$ cat config.mk
export PLATFORM = sky130hd
export DESIGN_NAME = plant_step_prescaler
export DESIGN_NICKNAME = d
export VERILOG_FILES = /design/src/rtl/plant_step_prescaler.sv
export SDC_FILE = /design/constraint.sdc
export NUM_CORES = 1
export LEC_CHECK = 0
export ABC_AREA = 1
export CAP_MARGIN = 20
export CORE_MARGIN = 2
export CORE_UTILIZATION = 45
export CTS_CLUSTER_DIAMETER = 30
export DETAILED_ROUTE_END_ITERATION = 7
export SYNTH_ARGS = -nofsm -noshare
export SYNTH_HDL_FRONTEND = slang
export SYNTH_SLANG_ARGS = --single-unit
$ cat constraint.sdc
create_clock -name clk -period 3.5 [get_ports clk]
set_input_delay 0.525 -clock clk [delete_from_list [all_inputs] [get_ports clk]]
set_output_delay 0.525 -clock clk [all_outputs]
set_load 0.02 [all_outputs]
$ cat src/rtl/plant_step_prescaler.sv
// Position step timebase: counts 0..PRESCALE-1 while enabled,
// pulses o_step on the terminal count; i_clr discards partial time.
module plant_step_prescaler #(
    parameter int PRESCALE = 4000
) (
    input  logic clk,
    input  logic reset,
    input  logic i_clr,
    input  logic i_en,
    output logic o_step
);
    localparam int CW = (PRESCALE > 1) ? $clog2(PRESCALE) : 1;
    localparam logic [CW-1:0] LAST = CW'(PRESCALE - 1);

    logic [CW-1:0] r_cnt;
    logic          w_wrap;

    assign w_wrap = (r_cnt == LAST);
    assign o_step = i_en & w_wrap;

    // Cycle counter; clear wins over counting.
    always_ff @(posedge clk or negedge reset) begin
        if (!reset) begin
            r_cnt <= '0;
        end else if (i_clr) begin
            r_cnt <= '0;
        end else if (i_en) begin
            r_cnt <= w_wrap ? '0 : r_cnt + 1'b1;
        end
    end
endmodule

After elaboration in Yosys (flattened, before gate mapping)
Cells that the tools add are included.

Logic and storage cells: 8. Bits in registers: 12. Input port bits: 4.

Muxes and demuxes: 3. Add/subtract/negate cells: 1. Bitwise gates (word level): 1. Reduce and logical (&&, ||, !) cells: 1. Equality and inequality tests: 1.

Operators by type and width (count): 12-bit 2-to-1 mux (3); 12-bit by 1-bit adder with 12-bit output (second input constant) (1); 12-bit == test (second input constant) (1); 2-bit nonzero test (1); 1-bit bitwise AND (1).

Longest topological paths before layout
Depth after elaboration: 4. Gate-level depth with buffers: 8.

Worst setup path before layout
No wires, ideal clock.

Path kind: reg2out. Start: register r_cnt[1]. End: output o_step. Required time: 2975 ps. Stages on the path, launching flop included: 6. Arrival time: 1150 ps. Slack: 1825 ps. Path through: dfrtp_1 > ha_1 > nand2_2 > nor2_8 > nand3_1 > nor2_1.

Longest elaborated chain between the ends: 2.

Ends and longest elaborated chain: start: declaration (RTL line 15) `logic [CW-1:0] r_cnt;`; start signal: assignment (RTL line 28) `r_cnt <= w_wrap ? '0 : r_cnt + 1'b1;`; 12-bit == test (RTL line 18) `assign w_wrap = (r_cnt == LAST);`; 1-bit bitwise AND (RTL line 19) `assign o_step = i_en & w_wrap;`; end: declaration (RTL line 10) `output logic o_step`.

Every way passes these cells.

Final worst setup path
Ends and elaborated chain as after synthesis.

==> flow_summary_export.csv <==
group,metric,value,unit
final_layout,multi_input_area,418,µm²
global_route,grt_pass1_wl,2660,µm
die,core,1540,µm²
global_route,overflow,0,
yosys,synthMuxAreaShare,0,%
power,leakage,0.000396,µW
clock_tree,cts_sinks,12,
job,cap_violations,0,
sta,post-route-min-period,2470,ps
worst_setup_path,rr_worst_depth,6,
routing,vias,657,
yosys,yosysUniqueCellTypes,21,
yosys,synth_area_per_cell,7.83,µm²
worst_setup_path,worstPathRequired,2970,ps
worst_setup_path,crit_start,"r_cnt[1]$_DFFE_PN0P_",
global_route,grt_max_degree,13,
sta,rsz0062_at_grt,"false",
yosys,synth_simple_gate_area_share,41.5,%
die,die_w,45.1,µm
power,power_density,363,nW/µm²
clock_tree,clk_pin_slew,80,ps
routing,ant_nets,0,
yosys,synthesis.instances,97,
routing,drtIter0Drc,19,
worst_setup_path,slowest_stage,"clkdlybuf4s50_1",
global_route,busiest_layer,"met2",
die,start_util,49.3,%
clock_tree,cts-root-buf,"clkbuf_4",
routing,wire_per_inst,12.8,µm
die,rows,14,
die,fp.dieH,45.1,µm
yosys,synth-adder-area-share,1.65,%
hold_path,hold_class,"reg2reg",
sta,hold_viol,0,
place,dp_hpwl,1190,µm
yosys,synth_area_leaders,"dfrtp_1, nand2_1, nor2_1",
sta,tightest_slew,548,ps
sta,maxSlewHeadroom,63.4,%
routing,drc,0,
sta,clock.fmax,406,MHz
clock_tree,post_cts_buffers,0,
final_layout,num_antenna_cells,0,
worst_setup_path,endpoint,"o_step",
global_route,grt_use_total,18.6,%
yosys,yosysSeqAreaShare,39.5,%
clock_tree,cts_buffers,3,
worst_setup_path,worstPathArrival,1940,ps
yosys,ys_ff_latch,12,
global_route,grt.met1_usage,25.7,%
clock_tree,clock_path_buffers,2,
final_layout,fin_nets,111,
routing,viasPerCell,5.43,
sta,fin_skew,2.58,ps
clock_tree,cts_resized,0,
worst_setup_path,crit_family,"buffers and inverters",
global_route,grt_pass1_vias,569,
yosys,yosysTopAreaCell,"dfrtp_1",
global_route,grt_util_met2,27.1,%
worst_setup_path,endpoint_kind,"output pin",
final_layout,ff_latch_area,300,µm²
die,die-area,2030,µm²
clock_tree,worstSkewPairLatency,270,ps
final_layout,final_cell_mix,"nand2_1, nor2_1, dfrtp_1",
final_layout,area_delta_synth_final,12.7,%
worst_setup_path,crit_fanout,6,
sta,setup_viol,0,
yosys,yosysWarnings,0,
final_layout,final_common_cell,"nand2_1",
worst_setup_path,path_depth,6,
yosys,synth_area,759,µm²
final_layout,largestRegisters,"r_cnt (12)",
worst_setup_path,path_cells,"ha_1 -> nand2_2 -> nor2_8 -> nand3_1 -> nor2_1 -> clkdlybuf4s50_1",
worst_setup_path,critPathKind,"reg2out",
sta,fin_crit_sh,70.4,%
clock_tree,cts_tree,"done",
yosys,synth_top_family_by_area,"simple AND/OR/NAND/NOR gates",
clock_tree,cts_htree_levels,1,
yosys,syn_nets,102,
worst_setup_path,max_stage_delay,600,ps
final_layout,drive_above_1_share,15.2,%
final_layout,regMostFlops,"r_cnt",
yosys,synth-xor-area-share,4.61,%
worst_setup_path,regToRegEndpoint,"r_cnt[10]$_DFFE_PN0P_",
clock_tree,ctsHoldBuffers,0,
sta,tns,0,ps
global_route,grtUsageMet3,4.80,%
outcome,status,"complete, no violations",
power,max-vdd-ir-drop,0.000242,V
power,total_power,311,µW
routing,first_pass_iters,4,
final_layout,fillers,165,
sta,slew_violations,0,
worst_setup_path,crit_buf_inv,1,
worst_setup_path,r2r_setup_slack,2130,ps
yosys,synth_compound_area_share,7.25,%
global_route,antenna_found_initial,0,
worst_setup_path,r2r-start,"r_cnt[1]$_DFFE_PN0P_",
place,gp_congestion,0.853,
yosys,synth_top_area_share,39.5,%
place,port_buffers,4,
worst_setup_path,start_kind,"flip-flop",
die,ios,5,
final_layout,largest_reg_flops,12,
routing,totalWireLength,1550,µm
## final cells by class
type,instances,area share [%]
multi-input cells,74,48.8
inverters,11,4.82
well taps,16,2.34
flip-flops and latches,12,35.1
repair buffers,4,4.68
clock buffers,4,4.24
## report_power, final
| part | leakage, µW | total (µW) | internal (µW) | switching (µW) |
|---|---|---|---|---|
| Combinational | 0.000210 | 40.2 | 15.1 | 25.1 |
| Sequential | 0.000165 | 158 | 148 | 9.57 |
| Clock | 0.0000210 | 113 | 63.2 | 49.3 |
| Total | 0.000396 | 311 | 227 | 84.0 |
## metal layers
layer  wire length (µm)  part of all wire [%]
met5                  0                     0
met2                713                    46
met3                 40                   2.6
met4                 31                   2.0
met1                768                    49
## cell families (layout without fill, tap and decap cells)
group,after synthesis,count (layout)
buffers and inverters,11,19
DFF,12,12
and+or+nand+nor,62,62
AOI/OAI and AO/OA,7,7
adders and majority gates,1,1
xor gates and xnor gates,4,4
## worst min path at each step
stage | start | endpoint | cells after the start
finish | r_cnt[1]$_DFFE_PN0P_ | r_cnt[1]$_DFFE_PN0P_ | 2
detailed placement | r_cnt[1]$_DFFE_PN0P_ | r_cnt[1]$_DFFE_PN0P_ | 2
CTS | r_cnt[1]$_DFFE_PN0P_ | r_cnt[1]$_DFFE_PN0P_ | 2
floorplan | reset | r_cnt[0]$_DFFE_PN0P_ | 0
global placement | r_cnt[1]$_DFFE_PN0P_ | r_cnt[1]$_DFFE_PN0P_ | 2
global route | r_cnt[11]$_DFFE_PN0P_ | r_cnt[11]$_DFFE_PN0P_ | 2
## metrics by stage
step / hold WS (ps) / instances / setup WS, ps / area [µm²] / utilization (%)
final: 544 / 121 / 1030 / 856 / 55.5
after global routing: 598 / 121 / 909 / 856 / 55.5
after CTS: 549 / 121 / 1020 / 856 / 55.5
after detailed placement: 532 / 117 / 1060 / 820 / 53.2
after global placement: 517 / 117 / 1090 / 820 / 53.2
after floorplan: 229 / 97 / 1820 / 759 / -
## tightest hold or removal path: cells and delay by family (launching register included)
family	cells	cell delay [ps]
flops	1	390
simple gates	2	130
## Yosys cell counts
library cell,n
a211oi_1,1
a21oi_1,3
a31oi_1,1
dfrtp_1,12
ha_1,1
inv_1,10
inv_2,1
nand2_1,23
nand2_2,3
nand3_1,9
nand3_4,1
nand4_1,4
nor2_1,14
nor2_2,3
nor2_4,1
nor2_8,1
nor3_1,2
nor3_2,1
o21bai_1,1
o21bai_4,1
xor2_1,4
Note: power is estimated with default switching activity, not from simulation.
